$ cat src/rtl/serial_adder.sv
// Bit-serial adder: one full-adder cell plus a carry flop, LSB first, one bit per clock.
// start/done handshake; sum/cout/ovf change only when an addition completes.

module full_adder (
  input  logic a,
  input  logic b,
  input  logic c,
  output logic s,
  output logic co
);
  assign s  = a ^ b ^ c;
  assign co = (a & b) | (a & c) | (b & c);
endmodule

module serial_adder #(
  parameter int WIDTH = 8
) (
  input  logic             clk,
  input  logic             rst,
  input  logic             start,
  input  logic [WIDTH-1:0] a,
  input  logic [WIDTH-1:0] b,
  input  logic             cin,
  output logic             busy,
  output logic             done,
  output logic [WIDTH-1:0] sum,
  output logic             cout,
  output logic             ovf
);
  localparam int CW = $clog2(WIDTH) + 1;

  typedef enum logic {IDLE, SHIFT} state_t;
  state_t state, state_nx;

  logic [WIDTH-1:0] sa, sb, acc, acc_nx;
  logic [CW-1:0]    cnt;
  logic             cy, fs, fc;
  logic             load, step, last;

  full_adder u_fa (.a(sa[0]), .b(sb[0]), .c(cy), .s(fs), .co(fc));

  // Whole-word shift keeps WIDTH=1 legal: the new bit lands in the MSB.
  assign acc_nx = (acc >> 1) | (WIDTH'(fs) << (WIDTH - 1));
  assign last   = (cnt == CW'(WIDTH - 1));

  always_ff @(posedge clk or posedge rst) begin
    if (rst) state <= IDLE;
    else     state <= state_nx;
  end

  always_comb begin
    state_nx = state;
    load     = 1'b0;
    step     = 1'b0;
    busy     = (state == SHIFT);
    case (state)
      IDLE: if (start) begin
        load     = 1'b1;
        state_nx = SHIFT;
      end
      SHIFT: begin
        step = 1'b1;
        if (last) state_nx = IDLE;
      end
      default: state_nx = IDLE;
    endcase
  end

  always_ff @(posedge clk or posedge rst) begin
    if (rst) begin
      sa   <= '0;
      sb   <= '0;
      acc  <= '0;
      cy   <= 1'b0;
      cnt  <= '0;
      sum  <= '0;
      cout <= 1'b0;
      ovf  <= 1'b0;
      done <= 1'b0;
    end else begin
      done <= 1'b0;
      if (load) begin
        sa  <= a;
        sb  <= b;
        cy  <= cin;
        cnt <= '0;
        acc <= '0;
      end else if (step) begin
        acc <= acc_nx;
        sa  <= sa >> 1;
        sb  <= sb >> 1;
        cy  <= fc;
        cnt <= cnt + CW'(1);
        if (last) begin
          // cy here is the carry into the MSB, fc the carry out of it.
          sum  <= acc_nx;
          cout <= fc;
          ovf  <= fc ^ cy;
          done <= 1'b1;
        end
      end
    end
  end
endmodule

$ cat config.mk
export PLATFORM = sky130hd
export DESIGN_NAME = serial_adder
export DESIGN_NICKNAME = d
export VERILOG_FILES = /design/src/rtl/serial_adder.sv
export SDC_FILE = /design/constraint.sdc
export NUM_CORES = 1
export LEC_CHECK = 0
export ABC_AREA = 1
export CAP_MARGIN = 15
export CORE_MARGIN = 3
export CORE_UTILIZATION = 30
export CTS_CLUSTER_DIAMETER = 200
export DETAILED_ROUTE_END_ITERATION = 6
export PLACE_DENSITY_LB_ADDON = 0.08
export SETUP_SLACK_MARGIN = 0.3
export SLEW_MARGIN = 30
export SYNTH_ARGS = -nofsm -noshare
export SYNTH_HDL_FRONTEND = slang
export SYNTH_SLANG_ARGS = --single-unit
export TNS_END_PERCENT = 50
$ cat constraint.sdc
create_clock -name clk -period 1.3 [get_ports clk]
set_input_delay 0.26 -clock clk [delete_from_list [all_inputs] [get_ports clk]]
set_output_delay 0.26 -clock clk [all_outputs]
set_load 0.02 [all_outputs]
==> flow_summary.yaml <==
floorplan:
  floorplan.initialDensity_pct: 31.2
  row_count: 27
  ios: 32
  die_area_mm2: 0.00671
  core_region_area_mm2: 0.00554
  dieWidth_um: 81.9
  die_y_um: 81.9
clocking:
  cts_made_buffers: 5
  cts_buffer_depth: 2
  clk_pin_slew_ns: 0.08
  cts_tree: "yes"
  cts_num_sinks: 40
  clock_latency_ns: 0.29
  htree_levels: 2
  root_buffer: "clkbuf_8"
placed_design:
  portBuffers: 31
  gp_congestion: 0.720
  place_hpwl_mm: 2.44
final_layout:
  nNetsFinal: 279
  final_util_pct: 49.3
  drive_gt1_share_pct: 36.4
  fillCellCount: 567
  antenna_cells: 0
  syn2layout_area_growth_pct: 57.9
power:
  leakage_nw: 1.48
  ir_drop_mv: 0.904
  power_density_mw_per_mm2: 2150
logic_synthesis:
  synth_ff_type: "dfrtp_1"
  synth_fp_nets: 218
  synth.most_common_cell: "nand2_1"
  seq_area_frac_synth_pct: 57.9
  synth_cells: 196
  ys_types: 21
  async_reset_ff_share_pct: 100
  synth.top_cell.area_share_pct: 57.9
  synth.avg_cell_area_um2: 8.82
  yosys-top-cells-area: "dfrtp_1, nand2_1, nand3_1"
  ys_ff_latch: 40
  yosysTopAreaCell: "dfrtp_1"
  synth_commonest_cells: "nand2_1, dfrtp_1, inv_1, nand3_1, o22ai_1"
  synth_edf_count: 0
  ys.warnings.count: 0
  synth.cell_area_mm2: 0.00173
routing:
  vias_per_cell: 4.28
  drc: 0
  antenna_left: 0
  drt-total-wl_mm: 3.73
  wl_per_cell_um: 11.3
  via_count: 1414
  drt_iter0_drc: 54
  first_pass_iters: 4
grt:
  grt.overflow.total: 0
  grt_pass1_wl_mm: 6.24
  grt_use_total_pct: 12.1
  grt_antenna_before_repair: 0
  grt_max_degree: 41
  grt_pass1_vias: 1381
critical_path:
  crit_arrival_ns: 1.38
  start_kind: "flop"
  critPathKind: "flop to flop"
  r2r_cells: 4
  cp-end-kind: "flop"
  critPathMaxFanout: 4
  crit_required_ns: 1.49
sta:
  worst_pin_slew_ns: 0.222
  setup_violations: 0
  min_period_over_period_pct: 92.0
  finalCriticalPeriod_ns: 1.20
  skew_ns: 0.00708
  setup_tns_ns: 0
  rsz0062_at_grt: "yes"
  maxSlewViolCount: 0
  slew_headroom_pct: 85.2
  max_freq_ghz: 0.836
  hold_violations: 0
run_status:
  status: "finished clean"
run:
  max_cap_viol_count: 0
worst_hold_path:
  min_path_type: "primary input to async pin"
worst max-delay path: stages (launching register included):
cell     delay, ns
dfrtp_1       0.41
fa_2          0.43
buf_4         0.15
nand2_1       0.05
nand2_1       0.04
per-stage QoR:
step / std cells / total power, mW / worst slack [ns] / hold slack (ns) / instance area (um^2)
5_1_grt: 330 / 6.31 / 0.0387 / 0.378 / 2730
3_5_place_dp: 305 / 3.96 / -0.0541 / 0.456 / 2210
3_3_place_gp: 305 / 3.95 / -0.0493 / 0.454 / 2210
2_1_floorplan: 196 / 3.20 / 0.149 / 0.239 / 1740
4_1_cts: 326 / 5.42 / 0.126 / 0.368 / 2470
6_report: 330 / 5.88 / 0.105 / 0.355 / 2730
cells by family (layout without fill, tap and decap cells):
logic type      Yosys count  count (layout)  synth area share [%]
flops                    40              40                  57.9
simple gates            121             121                  29.4
fa+ha+maj                 2               2                  1.88
compound gates           10              10                  3.26
buf+inv                  23              85                  7.60
registers in the layout, indices dropped and copies added, names as in the netlist:
name	count
sb	8
ovf	1
acc	7
cnt	4
sum	8
cout	1
cy	1
busy	1
sa	8
done	1
power breakdown:
part	switching [mW]	internal, mW	leakage, nW
logic	1.33	1.38	0.891
registers	0.339	1.72	0.522
clock network	0.427	0.678	0.0645
routing by layer:
metal | vias to the layer above | global-route usage [%] | share of wire (%)
met5 | - | 0 | 0
met4 | 0 | 4.49 | 1.5
met3 | 7 | 3.40 | 4.2
met2 | 25 | 19.6 | 48
met1 | 657 | 15.4 | 46
li1 | 725 | - | -
repair_timing:
action | in CTS | in global routing
endpoints found under the setup margin | 52 | 52
gates resized for setup | 80 | 54
hold buffers | 0 | 0
cloned | 0 | 2
pin swaps | 9 | 20
buffers inserted | 13 | 2
cell usage in the layout, fill, tap and decap left out, drive strengths merged:
| cell | synthesis | routed |
|---|---|---|
| clkinvlp | 0 | 1 |
| fa | 1 | 1 |
| buf | 6 | 39 |
| ha | 1 | 1 |
| o21ai | 3 | 3 |
| nand2 | 100 | 100 |
| clkdlybuf4s50 | 0 | 19 |
| dfrtp | 40 | 40 |
| a21oi | 2 | 2 |
| o22ai | 5 | 5 |
| nand3 | 16 | 16 |
| inv | 17 | 16 |
| bufinv | 0 | 1 |
| clkbuf | 0 | 9 |
| nor2 | 5 | 5 |
layout make-up:
| cell class | instances | area [um^2] | area share [%] |
|---|---|---|---|
| clock inverter | 1 | 30.0 | 1.10 |
| multi-input combinational | 133 | 774 | 28.4 |
| timing repair buffer | 60 | 654 | 24.0 |
| clock buffer | 7 | 96.3 | 3.53 |
| sequential | 40 | 1000 | 36.7 |
| inverter | 17 | 82.6 | 3.02 |
| tap | 72 | 90.1 | 3.30 |
final timing paths:
check | slack [ns] | end | start
worst max-delay path | 0.10 | cout | cy
worst min-delay path | 0.36 | acc[3] | rst
worst max register to register | 0.10 | cout | cy
worst min register to register | 0.48 | sum[4] | acc[5]
max in group asynchronous | 0.73 | busy | rst
min in group clk | 0.48 | sum[4] | acc[5]
(Power assumes the default switching activity.)
